### src/rtl/mem_stage_sram_ctrl_pkg.sv
`default_nettype none
// ============================================================================
//  Module      : mem_stage_sram_ctrl_pkg
//  Description : Shared constants and types for the MEM-stage SRAM controller.
//                Holds the FSM state encoding, the default byte address that
//                maps to SRAM word 0, and the external SRAM bus widths.
//  Revision    : 1.0 - initial release
// ============================================================================
package mem_stage_sram_ctrl_pkg;

  // Access sequencer states: low half-word, then high half-word, then a
  // single-cycle completion pulse.
  typedef enum logic [1:0] {
    IDLE = 2'd0,
    LO   = 2'd1,
    HI   = 2'd2,
    DONE = 2'd3
  } state_t;

  localparam logic [31:0] c_addr_base_default = 32'd1024;

  localparam int c_sram_data_w = 16;
  localparam int c_sram_addr_w = 18;
  localparam int c_cnt_w       = 4;

endpackage : mem_stage_sram_ctrl_pkg
`default_nettype wire

### src/rtl/mem_stage_sram_ctrl.sv
`default_nettype none
// ============================================================================
//  Module      : mem_stage_sram_ctrl
//  Description : Memory stage front end for a 16-bit asynchronous SRAM.
//                Performs each 32-bit load/store as two half-word accesses
//                (low half first), each held on the bus for HALF_CYCLES clocks,
//                and freezes the pipeline through `ready` while busy.
//
//  Ports:
//    clk, rst      - pipeline clock, synchronous active-high reset
//    wr_en, rd_en  - store / load request from EXE/MEM (store wins if both)
//    address       - byte address (ALU result), bits [1:0] ignored
//    write_data    - store data (Val_Rm)
//    read_data     - load result, valid when `ready` rises after a load
//    ready         - 0 freezes the pipeline
//    sram_addr     - SRAM half-word address
//    sram_dq_out   - write data towards the SRAM
//    sram_dq_in    - read data from the SRAM
//    sram_dq_oe    - 1 = drive sram_dq_out onto the shared data bus
//    sram_we_n     - SRAM write enable, active-low
//
//  Revision    : 1.0 - initial release
// ============================================================================
module mem_stage_sram_ctrl
  import mem_stage_sram_ctrl_pkg::*;
#(
  parameter logic [31:0] ADDR_BASE   = c_addr_base_default,
  parameter int          HALF_CYCLES = 3
) (
  input  logic                     clk,
  input  logic                     rst,
  input  logic                     wr_en,
  input  logic                     rd_en,
  input  logic [31:0]              address,
  input  logic [31:0]              write_data,
  output logic [31:0]              read_data,
  output logic                     ready,
  output logic [c_sram_addr_w-1:0] sram_addr,
  output logic [c_sram_data_w-1:0] sram_dq_out,
  input  logic [c_sram_data_w-1:0] sram_dq_in,
  output logic                     sram_dq_oe,
  output logic                     sram_we_n
);

  localparam logic [c_cnt_w-1:0] c_cnt_last = c_cnt_w'(HALF_CYCLES - 1);

  state_t                   r_state;
  state_t                   w_state_nxt;
  logic [c_cnt_w-1:0]       r_cnt;
  logic [c_cnt_w-1:0]       w_cnt_nxt;
  logic                     r_is_wr;
  logic                     w_is_wr_nxt;
  logic [c_sram_data_w-1:0] r_lo_buf;
  logic [31:0]              r_read_data;

  logic                     w_req;
  logic                     w_last;
  logic                     w_lo_cap;
  logic                     w_hi_cap;
  logic [31:0]              w_off;
  logic                     w_unused_off_bits;

  assign w_req  = wr_en | rd_en;
  assign w_last = (r_cnt == c_cnt_last);

  // The frozen pipeline keeps address stable, so the offset is recomputed
  // every cycle instead of being latched at request time.
  assign w_off = address - ADDR_BASE;

  // Only bits [18:2] address the SRAM; the rest wrap silently.
  assign w_unused_off_bits = ^{w_off[31:19], w_off[1:0]};

  // Freeze asserts combinationally in the very cycle a request appears.
  assign ready     = ~w_req | (r_state == DONE);
  assign read_data = r_read_data;

  always_ff @(posedge clk) begin
    if (rst) begin
      r_state     <= IDLE;
      r_cnt       <= '0;
      r_is_wr     <= 1'b0;
      r_lo_buf    <= '0;
      r_read_data <= '0;
    end else begin
      r_state <= w_state_nxt;
      r_cnt   <= w_cnt_nxt;
      r_is_wr <= w_is_wr_nxt;
      if (w_lo_cap) begin
        r_lo_buf <= sram_dq_in;
      end
      if (w_hi_cap) begin
        r_read_data <= {sram_dq_in, r_lo_buf};
      end
    end
  end

  always_comb begin
    w_state_nxt = r_state;
    w_cnt_nxt   = r_cnt;
    w_is_wr_nxt = r_is_wr;
    w_lo_cap    = 1'b0;
    w_hi_cap    = 1'b0;
    sram_addr   = '0;
    sram_dq_out = '0;
    sram_dq_oe  = 1'b0;
    sram_we_n   = 1'b1;

    case (r_state)
      IDLE: begin
        if (w_req) begin
          w_is_wr_nxt = wr_en;
          w_cnt_nxt   = '0;
          w_state_nxt = LO;
        end
      end

      LO: begin
        sram_addr = {w_off[18:2], 1'b0};
        if (r_is_wr) begin
          sram_dq_out = write_data[15:0];
          sram_dq_oe  = 1'b1;
          sram_we_n   = 1'b0;
        end
        // A dropped request (flush/branch) abandons the access; any half
        // already written stays written.
        if (!w_req) begin
          w_cnt_nxt   = '0;
          w_state_nxt = IDLE;
        end else if (w_last) begin
          w_lo_cap    = ~r_is_wr;
          w_cnt_nxt   = '0;
          w_state_nxt = HI;
        end else begin
          w_cnt_nxt = r_cnt + 1'b1;
        end
      end

      HI: begin
        sram_addr = {w_off[18:2], 1'b1};
        if (r_is_wr) begin
          sram_dq_out = write_data[31:16];
          sram_dq_oe  = 1'b1;
          sram_we_n   = 1'b0;
        end
        if (!w_req) begin
          w_cnt_nxt   = '0;
          w_state_nxt = IDLE;
        end else if (w_last) begin
          w_hi_cap    = ~r_is_wr;
          w_cnt_nxt   = '0;
          w_state_nxt = DONE;
        end else begin
          w_cnt_nxt = r_cnt + 1'b1;
        end
      end

      DONE: begin
        // Pipeline advances on this edge; a following request passes
        // through IDLE before re-entering LO.
        w_cnt_nxt   = '0;
        w_state_nxt = IDLE;
      end

      default: begin
        w_cnt_nxt   = '0;
        w_state_nxt = IDLE;
      end
    endcase
  end

endmodule : mem_stage_sram_ctrl
`default_nettype wire

### config.mk
export PLATFORM = sky130hd
export DESIGN_NAME = mem_stage_sram_ctrl
export DESIGN_NICKNAME = d
export VERILOG_FILES = /design/src/rtl/mem_stage_sram_ctrl_pkg.sv /design/src/rtl/mem_stage_sram_ctrl.sv
export SDC_FILE = /design/constraint.sdc
export NUM_CORES = 1
export LEC_CHECK = 0
export BUFFER_PORTS_ARGS = -buffer_cell sky130_fd_sc_hd__buf_2
export CORE_AREA = 2 2 99 82
export DETAILED_ROUTE_END_ITERATION = 7
export DIE_AREA = 0 0 101 84
export HOLD_SLACK_MARGIN = 0.02
export PLACE_DENSITY = 0.71
export SLEW_MARGIN = 20
export SYNTH_ARGS = -nofsm -noshare
export SYNTH_HDL_FRONTEND = slang
export SYNTH_SLANG_ARGS = --single-unit
### constraint.sdc
create_clock -name clk -period 2.3 [get_ports clk]
set_input_delay 0.115 -clock clk [delete_from_list [all_inputs] [get_ports clk]]
set_output_delay 0.115 -clock clk [all_outputs]
set_load 0.01 [all_outputs]
Word-level counts from Yosys, hierarchy flattened
Cells that the tools add are included.
{"block": "word_totals", "ff_bits": 55, "input_bits": 84, "word_cells": 44}
{"block": "classes", "addsub": 2, "n_eq_ne": 7, "mux": 22, "bitwise_logic": 4, "reduce_logical": 4}
{"operator": "$pmux W18 S2", "count": 1}
{"operator": "$mux W16", "count": 2}
{"operator": "$pmux W16 S2", "count": 1}
{"operator": "$sub A19 B11 Y19 const B", "count": 1}
{"operator": "$mux W4", "count": 3}
{"operator": "$pmux W4 S3", "count": 1}
{"operator": "$mux W2", "count": 5}
{"operator": "$mux W1", "count": 8}
{"operator": "$pmux W2 S4", "count": 1}
{"operator": "$ne A3 B3 Y1 const B", "count": 2}
{"operator": "$add A4 B1 Y4 const B", "count": 1}
{"operator": "$eq A2 B2 Y1 const B", "count": 2}
{"operator": "$eq A4 B2 Y1 const B", "count": 1}
{"operator": "$reduce_and A3 Y1", "count": 1}
{"operator": "$eq A2 B1 Y1 const B", "count": 1}
{"operator": "$logic_not A2 Y1", "count": 1}
{"operator": "$ne A2 B2 Y1 const B", "count": 1}
{"operator": "$not A1 Y1", "count": 2}
{"operator": "$or A1 B1 Y1", "count": 2}
{"operator": "$reduce_and A2 Y1", "count": 1}
{"operator": "$reduce_or A2 Y1", "count": 1}

Logic depth before layout (Yosys ltp)
Gate-level depths: netlist of run 1.
{"block": "logic_depth", "depth_word": 4, "ltp_mapped": 7}

Worst setup path after synthesis of run 1
OpenSTA, ideal clock, no wires.
{"block": "synth_path", "kind": "flip-flop to output port", "startpoint": "reg r_state[0]", "endpoint": "out sram_addr[16]", "arrival_time_ns": 1.595, "required_ns": 2.185, "path_slack_ns": 0.590, "path_stages_with_launch": 8, "cell_sequence": "dfxtp_1 -> inv_1 -> ha_1 -> buf_2 -> o21a_1 -> clkbuf_1 -> nand2_1 -> mux2i_1"}
{"block": "synth_between", "elab_chain_len": 2, "elab_cells_between_ends": 3}
{"item": "from (decl)", "line_no": "mem_stage_sram_ctrl.sv:47", "text": "state_t r_state;"}
{"item": "from (signal assigned)", "line_no": "mem_stage_sram_ctrl.sv:85", "text": "r_state <= w_state_nxt;"}
{"item": "$eq A2 B2 Y1 or $eq A2 B1 Y1 (tied branches)", "line_no": "mem_stage_sram_ctrl.sv:108", "text": "case (r_state)"}
{"item": "$pmux W18 S2 *", "line_no": "mem_stage_sram_ctrl.sv:108"}
{"item": "to (decl)", "line_no": "mem_stage_sram_ctrl.sv:38", "text": "output logic [c_sram_addr_w-1:0] sram_addr,"}
Mark *: on every way between the ends. The rest lies on a longest branch, timed or not.

Worst setup path in the final report of run 1
Same ends and word-level chain as after synthesis.

==> key figures, run 1 <==
Placement
  • Port Buffers: 137
  • Gpl congestion: 0.825
  • Dpl cell area: 0.00362 mm2
  • Detailed Place HPWL: 5170 um
  • Worst slack, placed: 0.438 ns

Hold path
  • Hold depth: 3
  • WHS Endpoint: read_data[19]
  • Hold_sp: sram_dq_in[3]
  • Worst Hold Class: in2reg

Yosys
  • Seq cells post-synth: 55
  • Seq/Total Area, Yosys: 37.9%
  • Mean area per synthesized cell: 9.39 um2
  • Syn_nets: 401
  • Post-synth cell types: 44
  • Synth Instances: 309
  • YS warnings: 0
  • Mapped Area: 0.00290 mm2

Critical path
  • Crit Path Category: reg2out
  • Max stage delay on crit path: 0.45 ns
  • CP Cell Sequence: inv_1 > ha_1 > o21a_1 > nand2b_1 > mux2i_1 > buf_2
  • CP Launch Type: flop
  • Worst flop-to-flop path endpoint: read_data[31]
  • Slowest stage cell, crit path: ha_1
  • Reg2reg setup slack: 0.47 ns
  • R2R depth: 4
  • CP Data Required Time: 2.18 ns
  • Crit Reg-Reg Startpoint: r_cnt[1]
  • Critical path capture point type: primary output
  • Data arrival, critical path: 1.97 ns
  • Critical path peak fanout: 12

Pwr
  • Power Dens Cells: 499 mW/mm2
  • Leak pwr: 1.82 nW
  • Max VDD drop: 0.240 mV

Global route
  • Grt ovf: 0
  • Number of global-route vias before repair: 2468
  • Tot GR Track Use: 15.8%
  • Initial antenna violation count: 0
  • Pin count of the biggest net entering global routing: 43
  • First-pass GRT wire length: 11000 um

Layout
  • # nets final: 529
  • Layout area overhead: 27.7%
  • Antenna fix cells: 0
  • Layout cells sized above 1: 35.4%
  • Post-layout instance area: 0.00370 mm2

Clocking
  • CTS tree: yes
  • Clock transition at path regs: 0.09 ns
  • Sink Count: 55
  • Hold buffer count at CTS: 0
  • Clock root buffer: clkbuf_8
  • Clock tree buffer depth: 2
  • Htree depth: 2
  • Clk_lat worst skew: 0.30 ns
  • CTS Buf Count: 5

Floorplanning
  • Number of I/O pins: 153
  • Die Ht: 84 um
  • Core Region: 0.00762 mm2
  • Die X: 101 um
  • Starting Density: 38.1%
  • Placement Rows: 29
  • Total Die Area: 0.00848 mm2

Route
  • Remaining antenna violation count after routing: 0
  • Via Count: 2585
  • WL final: 6840 um
  • Vias per cell: 4.87
  • Drt pass-1 iters: 4
  • WL/cell: 12.9 um
  • DRC Markers: 0
  • DRT iter0 DRCs: 76

Timing
  • Skew final: 0.00274 ns
  • RSZ-0062 raised after global routing: no
  • Final setup TNS: 0 ns
  • Minimum clock period: 2.08 ns
  • Hold Vio Cnt, Final: 0
  • Final Slew Violations: 0
  • Endpoints failing setup: 0
  • Top achievable clock speed: 480 MHz
  • Tightest Pin Transition: 0.620 ns
  • Final worst-path setup slack: 0.218 ns
  • Rel. slew slack: 58.6%
  • Period utilisation layout: 90.5%

Job
  • Max Cap Viol: 0

Status
  • Outcome: finished clean
-- state kept, by name, indices dropped and copies added (netlist names) --
| name | cells |
|---|---|
| r_cnt | 4 |
| r_is_wr | 1 |
| r_lo_buf | 16 |
| r_state | 2 |
| read_data | 32 |
-- cells by family (layout without fill, tap and decap cells) --
logic type / count (synthesis) / count (layout) / share of synthesized area [%]
simple gates: 129 / 129 / 27.0
flops: 55 / 55 / 37.9
fa+ha+maj: 8 / 8 / 3.45
xor+xnor: 2 / 2 / 0.604
compound gates: 35 / 35 / 8.19
buf+inv: 29 / 158 / 5.17
mux: 51 / 51 / 17.6
-- report_power, final --
| group | internal (mW) | switching, mW |
|---|---|---|
| sequential | 0.963 | 0.0105 |
| clock | 0.215 | 0.299 |
| combinational | 0.166 | 0.196 |
| total | 1.34 | 0.506 |
-- cell type report --
type,instances,area (um2)
flip-flops and latches,55,1100
clock buffers,7,76.3
inverters,8,30.0
clock inverters,1,5.00
multi-input cells,225,1650
well taps,93,116
fillers,740,3920
repair buffers,142,723
-- synth_stat cells --
cell type	instances	area, um2
a21oi_1	8	40.0
a22oi_1	17	128
a31oi_1	1	6.26
and2_1	8	50.1
and4_2	1	10.0
and4_4	1	11.3
and4b_1	1	10.0
buf_1	1	3.75
buf_12	1	20.0
buf_2	2	10.0
buf_4	2	15.0
buf_6	2	22.5
clkbuf_1	13	48.8
dfxtp_1	55	1100
ha_1	8	100
inv_1	8	30.0
mux2_1	1	11.3
mux2i_1	50	500
nand2_1	8	30.0
nand2b_1	66	413
nand3_1	2	10.0
nand4_1	3	18.8
nand4_4	1	21.3
nand4b_1	1	8.76
nor2_1	24	90.1
nor2b_1	2	12.5
nor3b_1	1	7.51
nor3b_4	1	18.8
nor4_1	1	6.26
nor4b_1	1	8.76
o2111ai_1	1	8.76
o21a_1	1	7.51
o21ai_0	2	10.0
o21ai_1	1	5.00
o22a_2	1	10.0
o31ai_1	3	22.5
or2_0	1	6.26
or2b_1	1	7.51
or3_1	1	6.26
or3b_1	2	17.5
or4_1	1	7.51
or4_4	1	11.3
xnor2_1	1	8.76
xor2_1	1	8.76
-- metrics by stage --
step | power, mW | hold WS (ns) | util (%) | instances
2_1_floorplan | 1.21 | 0.275 | - | 309
3_3_place_gp | 1.34 | 0.402 | 47.5 | 523
3_5_place_dp | 1.36 | 0.414 | 47.5 | 523
4_1_cts | 1.87 | 0.0860 | 48.6 | 531
5_1_grt | 1.94 | 0.0846 | 48.6 | 531
6_report | 1.85 | 0.0907 | 48.6 | 531
-- worst max-delay path, delay by kind of cell (launching register included) --
kind	cells	cell delay [ns]
AND/OR/NAND/NOR	1	0.10
adder cells (fa/ha/maj)	1	0.45
AO/OA/AOI/OAI	1	0.37
buffers and inverters	2	0.25
multiplexers	1	0.13
flip-flops	1	0.37
-- worst max-delay path by stage --
| stage | cells past startpoint | from | slack, ns | end |
|---|---|---|---|---|
| final | 6 | r_state[0] | 0.22 | sram_addr[16] |
| after global routing | 6 | r_state[0] | 0.03 | sram_addr[16] |
| after CTS | 5 | r_state[0] | 0.18 | sram_dq_out[7] |
| after detailed placement | 5 | r_cnt[0] | 0.44 | read_data[31] |
| after global placement | 5 | r_cnt[0] | 0.52 | read_data[23] |
| after floorplan | 7 | r_state[0] | 0.59 | sram_addr[16] |
-- metal layers --
metal | part of all wire (%) | wire [um] | global-route usage, % | vias up
met4 | 1.3 | 86 | 4.42 | 0
met1 | 45 | 3080 | 20.1 | 1205
li1 | - | - | - | 1313
met2 | 50 | 3390 | 27.0 | 59
met5 | 0 | 0 | 0 | -
met3 | 4.1 | 281 | 3.35 | 8
-- cell usage in the layout (no fill, tap or decap), types with 2 or more instances in the layout --
master    Yosys  layout
nand4_1       3       3
buf_4         2       5
dfxtp_1      55      55
inv_1         8       8
ha_1          8       8
nand2_1       8       7
or3b_1        2       2
buf_2         2     137
mux2i_1      50      50
and2_1        8       8
o21ai_0       2       2
nor2b_1       2       2
nand2b_1     66      66
clkbuf_1     13       2
nand3_1       2       2
clkbuf_8      0       5
nor2_1       24      24
o31ai_1       3       3
a21oi_1       8       8
a22oi_1      17      17
-- repair_timing --
item	4_1_cts	5_1_grt
endpoints found under the hold margin	0	0
gates resized for setup	0	1
buffers inserted	0	0
setup endpoints to repair	0	2
(Power assumes the default switching activity.)
==> inputs of run 2 (changes only) <==
--- a/config.mk
+++ b/config.mk
@@ -6,11 +6,11 @@
 export NUM_CORES = 1
 export LEC_CHECK = 0
 export BUFFER_PORTS_ARGS = -buffer_cell sky130_fd_sc_hd__buf_2
-export CORE_AREA = 2 2 99 82
+export CORE_AREA = 2 2 93 77
 export DETAILED_ROUTE_END_ITERATION = 7
-export DIE_AREA = 0 0 101 84
+export DIE_AREA = 0 0 95 79
 export HOLD_SLACK_MARGIN = 0.02
-export PLACE_DENSITY = 0.71
+export PLACE_DENSITY = 0.79
 export SLEW_MARGIN = 20
 export SYNTH_ARGS = -nofsm -noshare
 export SYNTH_HDL_FRONTEND = slang
==> run 2 against run 1 <==
Against the previous run:
- worst hold slack worse by 0.0061 ns
- clock power is 8.4% higher
- sequential share of layout area is 0.080 points lower
- via count is 1.0% higher
- first-iteration DRC count is 1.3% higher
- die area is 12% lower
- sequential power hardly changed
- critical endpoint unchanged
==> key figures, run 2 (synthesis results as in run 1) <==
Status
  • Outcome: finished clean

Pwr
  • Comb power frac: 19.1% (-0.5 points)
  • Clk pwr share: 29.4% (+1.6 points)
  • Reg power frac: 51.5% (-1.1 points)
  • Switching power: 517 uW (+2.0%)
  • Internal power: 1.37 mW (+2.4%)
  • Total power: 1.89 mW (+2.3%)
  • Switching fraction of total power: 27.3% (-0.064 points)
  • Power Dens Cells: 509 mW/mm2 (+2.0%)
  • Max VDD drop: 0.251 mV (+4.7%)
  • Leak pwr: 1.83 nW (+0.28%)

Route
  • Drt pass-1 iters: 4 (unchanged)
  • Vias per cell: 4.98 (+2.2%)
  • DRC Markers: 0 (unchanged)
  • WL/cell: 13.1 um (+1.6%)
  • WL final: 6870 um (+0.42%)
  • DRT iter0 DRCs: 77 (+1.3%)
  • Remaining antenna violation count after routing: 0 (unchanged)
  • Via Count: 2612 (+1.0%)

Critical path
  • Crit path max-delay family: adder cells
  • CP Launch Type: flop
  • Crit path buf inv count: 2 (unchanged)
  • Reg2reg setup slack: 0.40 ns (-0.07 ns)
  • Crit Path Category: reg2out
  • Slowest stage cell, crit path: ha_1
  • CP Cell Sequence: inv_1 > ha_1 > o21a_1 > nand2b_1 > mux2i_1 > buf_2
  • Data arrival, critical path: 1.98 ns (about the same)
  • Critical path peak fanout: 12 (unchanged)
  • Critical path capture point type: primary output
  • Max stage delay on crit path: 0.46 ns (about the same)
  • CP Data Required Time: 2.18 ns (about the same)

Floorplanning
  • Total Die Area: 0.00751 mm2 (-12%)
  • Number of I/O pins: 153 (unchanged)
  • Die X: 95 um (-5.9%)
  • Starting Density: 43.6% (+5.5 points)
  • Die Ht: 79 um (-6.0%)
  • Placement Rows: 27 (-6.9%)
  • Core Region: 0.00666 mm2 (-13%)

Clocking
  • Clock tree buffer depth: 2 (unchanged)
  • Htree depth: 2 (unchanged)
  • Clock transition at path regs: 0.10 ns (about the same)
  • Clk_lat worst skew: 0.31 ns (about the same)
  • Setup Fix Bufs, Post-CTS: 0 (unchanged)
  • Clock root buffer: clkbuf_8
  • Sink Count: 55 (unchanged)
  • CTS tree: yes
  • Hold buffer count at CTS: 0 (unchanged)
  • Post-CTS Resized: 0 (unchanged)
  • CTS Buf Count: 5 (unchanged)

Global route
  • First-pass GRT wire length: 11000 um (-0.32%)
  • Met3 Resource Use GR: 4.93% (+1.6 points)
  • Pin count of the biggest net entering global routing: 37 (-14%)
  • Gr busiest metal: met2
  • Met2 Use GR: 30.5% (+3.5 points)
  • Number of global-route vias before repair: 2410 (-2.4%)
  • Grt ovf: 0 (unchanged)
  • Routing usage on met1: 22.8% (+2.7 points)
  • Tot GR Track Use: 18.2% (+2.4 points)
  • Initial antenna violation count: 0 (unchanged)

Layout
  • # nets final: 529 (unchanged)
  • Most frequent cells in the layout: 137 x buf_2, 66 x nand2b_1, 55 x dfxtp_1, 50 x mux2i_1, 24 x nor2_1
  • Antenna fix cells: 0 (unchanged)
  • Share of the core filled with cells: 55.8% (+7.2 points)
  • Layout cells sized above 1: 35.8% (+0.46 points)
  • Max reg flops: 32 (unchanged)
  • Leading cell type in the layout, fill and taps excluded: buf_2
  • Filler cells: 603 (-19%)
  • Layout area overhead: 28.0%

Timing
  • Endpoints failing setup: 0 (unchanged)
  • Minimum clock period: 2.09 ns (+0.00926 ns)
  • Hold Vio Cnt, Final: 0 (unchanged)
  • Tightest Pin Transition: 0.636 ns (+0.0161 ns)
  • Top achievable clock speed: 478 MHz (-0.44%)
  • Skew final: 0.00962 ns (+0.00688 ns)
  • Period utilisation layout: 90.9% (+0.40 points)
  • Rel. slew slack: 57.5% (-1.1 points)
  • Min Hold Slack: 0.0846 ns (-0.00610 ns)
  • Final Slew Violations: 0 (unchanged)
  • RSZ-0062 raised after global routing: no
  • Final setup TNS: 0 ns (unchanged)

Job
  • Max Cap Viol: 0 (unchanged)

Placement
  • Port Buffers: 137 (unchanged)
  • Gpl congestion: 0.841 (+2.0%)
  • Detailed Place HPWL: 5270 um (+2.0%)

Hold path
  • Worst Hold Class: in2reg
-- run 2: cell types whose count changed in the layout (fill, tap and decap cells not counted) --
cell,previous run,this run
clkinv_4,0,1
clkinvlp_4,0,1
clkbuf_8,5,6
clkbuf_1,2,0
clkinv_2,1,0
-- run 2: per-layer routing --
layer / vias up / routed length, um
li1: 1312 / -
met1: 1235 / 3070
met2: 56 / 3360
met3: 9 / 356
met4: 0 / 78
met5: - / 0
-- run 2: final timing paths --
kind | from | to | cells after the start
worst max register to register | r_cnt[0] | read_data[10] | 5
worst max-delay path | r_state[0] | sram_addr[16] | 6
worst min register to register | read_data[6] | read_data[6] | 2
worst min-delay path | sram_dq_in[9] | read_data[25] | 3
-- run 2: cell type report --
class | count | area [um2] | area share (%)
inverters | 8 | 30.0 | 0.808
well taps | 87 | 109 | 2.93
flip-flops and latches | 55 | 1100 | 29.6
clock buffers | 6 | 82.6 | 2.22
repair buffers | 142 | 723 | 19.5
clock inverters | 2 | 16.3 | 0.438
multi-input cells | 225 | 1650 | 44.5
-- run 2: tightest hold or removal path: stages --
cell and delay (ns):
buf_2 0.10, nand2b_1 0.07, mux2i_1 0.06
-- run 2: power by group through the flow --
stage | Clock [mW] | Combinational [mW] | Sequential, mW
finish | 0.557 | 0.361 | 0.974
global route | 0.616 | 0.404 | 0.975
CTS | 0.571 | 0.360 | 0.973
detailed placement | 0 | 0.359 | 0.996
global placement | 0 | 0.347 | 0.994
floorplan | 0 | 0.221 | 0.992
-- run 2: stage by stage --
| step | worst slack [ns] | std cells | cell area (um2) |
|---|---|---|---|
| 3_5_place_dp | 0.391 | 517 | 3610 |
| 5_1_grt | 0.0332 | 525 | 3710 |
| 4_1_cts | 0.137 | 525 | 3710 |
| 3_3_place_gp | 0.523 | 517 | 3610 |
| 2_1_floorplan | 0.590 | 309 | 2900 |
| 6_report | 0.208 | 525 | 3710 |
==> inputs of run 3 (changes only) <==
--- a/config.mk
+++ b/config.mk
@@ -6,11 +6,13 @@
 export NUM_CORES = 1
 export LEC_CHECK = 0
 export BUFFER_PORTS_ARGS = -buffer_cell sky130_fd_sc_hd__buf_2
-export CORE_AREA = 2 2 93 77
+export CELL_PAD_IN_SITES_DETAIL_PLACEMENT = 1
+export CELL_PAD_IN_SITES_GLOBAL_PLACEMENT = 2
+export CORE_AREA = 2 2 124 102
 export DETAILED_ROUTE_END_ITERATION = 7
-export DIE_AREA = 0 0 95 79
+export DIE_AREA = 0 0 126 104
 export HOLD_SLACK_MARGIN = 0.02
-export PLACE_DENSITY = 0.79
+export PLACE_DENSITY_LB_ADDON = 0.1
 export SLEW_MARGIN = 20
 export SYNTH_ARGS = -nofsm -noshare
 export SYNTH_HDL_FRONTEND = slang
==> run 3 against run 2 <==
Against the previous run:
- die area grew 75%
- non-clock buffer count is the same
- critical path depth is the same
- design area grew 3.4%
- global-route usage shrank 6.2 points
- first-iteration DRC count grew 26%
- via count grew 0.38%
- cell count grew 12%
- critical path type unchanged
- critical endpoint is now sram_addr[17]
- largest cell class unchanged
==> key figures, run 3 (synthesis results as in run 1) <==
Floorplanning
  • Die Ht: 104 um (+32%)
  • Number of I/O pins: 153 (unchanged)
  • Starting Density: 24.4% (-19 points)
  • Die X: 126 um (+33%)
  • Placement Rows: 36 (+33%)
  • Total Die Area: 0.0131 mm2 (+75%)
  • Core Region: 0.0119 mm2 (+79%)

Critical path
  • CP endpoint: sram_addr[17]
  • CP Launch Type: flop
  • Critical path peak fanout: 12 (unchanged)
  • Data arrival, critical path: 1.95 ns (-0.03 ns)
  • Crit Path Category: reg2out
  • Worst flop-to-flop path endpoint: read_data[21]
  • CP Cell Sequence: inv_1 > ha_1 > o21a_1 > nand2b_1 > mux2i_1 > buf_2
  • CP Data Required Time: 2.18 ns (about the same)
  • Max stage delay on crit path: 0.46 ns (about the same)
  • Reg2reg setup slack: 0.39 ns (about the same)
  • Crit path buf inv count: 2 (unchanged)
  • CP startpoint: r_state[0]
  • R2R depth: 5 (unchanged)
  • Slowest stage cell, crit path: ha_1
  • CP Depth: 6 (unchanged)
  • Critical path capture point type: primary output
  • Crit Reg-Reg Startpoint: r_cnt[0]
  • Crit path max-delay family: adder cells

Layout
  • Antenna fix cells: 0 (unchanged)
  • Layout cells sized above 1: 35.7% (-0.15 points)
  • Max reg flops: 32 (unchanged)
  • Most frequent cells in the layout: 137 x buf_2, 66 x nand2b_1, 55 x dfxtp_1, 50 x mux2i_1, 24 x nor2_1
  • Post-layout instance area: 0.00384 mm2 (+3.4%)
  • # nets final: 529 (unchanged)
  • Layout area overhead: 32.4%
  • Leading cell type in the layout, fill and taps excluded: buf_2

Clocking
  • Clock root buffer: clkbuf_16
  • CTS Buf Count: 5 (unchanged)
  • Setup Fix Bufs, Post-CTS: 0 (unchanged)
  • Htree depth: 2 (unchanged)
  • Clock transition at path regs: 0.07 ns (-0.03 ns)
  • CTS tree: yes
  • Clock tree buffer depth: 2 (unchanged)
  • Sink Count: 55 (unchanged)
  • Clk_lat worst skew: 0.29 ns (-0.02 ns)

Global route
  • Tot GR Track Use: 12.0% (-6.2 points)
  • Number of global-route vias before repair: 2636 (+9.4%)
  • Initial antenna violation count: 0 (unchanged)
  • Pin count of the biggest net entering global routing: 28 (-24%)
  • First-pass GRT wire length: 12900 um (+18%)
  • Grt ovf: 0 (unchanged)

Route
  • Drt pass-1 iters: 4 (unchanged)
  • WL final: 7910 um (+15%)
  • Via Count: 2622 (+0.38%)
  • Vias per cell: 4.45 (-11%)
  • WL/cell: 13.4 um (+2.7%)
  • DRT iter0 DRCs: 97 (+26%)
  • DRC Markers: 0 (unchanged)
  • Remaining antenna violation count after routing: 0 (unchanged)

Timing
  • Endpoints failing setup: 0 (unchanged)
  • Skew final: 0.00656 ns (-0.00307 ns)
  • Min Hold Slack: 0.111 ns (+0.0268 ns)
  • Tightest Pin Transition: 0.706 ns (+0.0704 ns)
  • Minimum clock period: 2.06 ns (-0.0314 ns)
  • Final setup TNS: 0 ns (unchanged)
  • Top achievable clock speed: 485 MHz (+1.5%)
  • Rel. slew slack: 52.8% (-4.7 points)
  • Hold Vio Cnt, Final: 0 (unchanged)
  • Period utilisation layout: 89.6% (-1.4 points)
  • Final Slew Violations: 0 (unchanged)
  • RSZ-0062 raised after global routing: no

Pwr
  • Leak pwr: 1.85 nW (+1.4%)
  • Power Dens Cells: 544 mW/mm2 (+6.9%)
  • Max VDD drop: 0.295 mV (+17%)

Job
  • Max Cap Viol: 0 (unchanged)

Placement
  • Port Buffers: 137 (unchanged)
  • Gpl congestion: 0.703 (-16%)
  • Dpl cell area: 0.00369 mm2 (+2.3%)
  • Detailed Place HPWL: 5900 um (+12%)

Status
  • Outcome: finished clean

Hold path
  • Worst Hold Class: in2reg
  • Hold_sp: sram_dq_in[11]
[run 3: layer usage]
layer	up-vias	track usage (%)	share of wire (%)	routed length, um
met2	67	20.7	49	3900
met4	0	3.06	0.82	65
li1	1308	-	-	-
met5	-	0	0	0
met1	1243	15.1	45	3560
met3	4	2.67	4.8	379
[run 3: area by class of cell]
cell class              count  area [um2]
fillers                  1432        8050
multi-input cells         225        1650
flip-flops and latches     55        1100
repair buffers            142         723
well taps                 152         190
clock buffers               6         139
inverters                   8        30.0
clock inverters             1        5.00
[run 3: worst min-delay path by stage]
stage | end | slack (ns) | depth (start not counted)
global route | r_lo_buf[8] | 0.12 | 3
floorplan | r_is_wr | 0.28 | 2
global placement | read_data[22] | 0.41 | 3
detailed placement | read_data[30] | 0.42 | 3
finish | read_data[27] | 0.11 | 3
CTS | read_data[27] | 0.11 | 3
[run 3: report_power, final]
group	internal, mW	leakage [nW]	switching, mW
combinational	0.166	1.33	0.200
clock	0.426	0.0727	0.326
sequential	0.963	0.443	0.00985
total	1.55	1.85	0.536
[run 3: stage by stage]
stage	setup WS [ns]	total power, mW	instances	util, %
after CTS	0.114	2.14	589	32.3
after global placement	0.425	1.36	582	31.1
final	0.240	2.09	589	32.3
after floorplan	0.590	1.21	309	-
after detailed placement	0.370	1.37	582	31.1
after global routing	0.00481	2.22	589	32.3
[run 3: worst reg2reg max path, stage by stage (launching register included)]
cell and delay, ns:
dfxtp_1 0.34, inv_1 0.08, ha_1 0.16, nor3b_4 0.28, nand4_4 0.59, mux2i_1 0.37
[run 3: what timing repair did]
| action | CTS | global route |
|---|---|---|
| resized for setup | 0 | 1 |
| endpoints found under the hold margin | 0 | 0 |
| hold buffers | 0 | 0 |
| setup endpoints to repair | 0 | 16 |
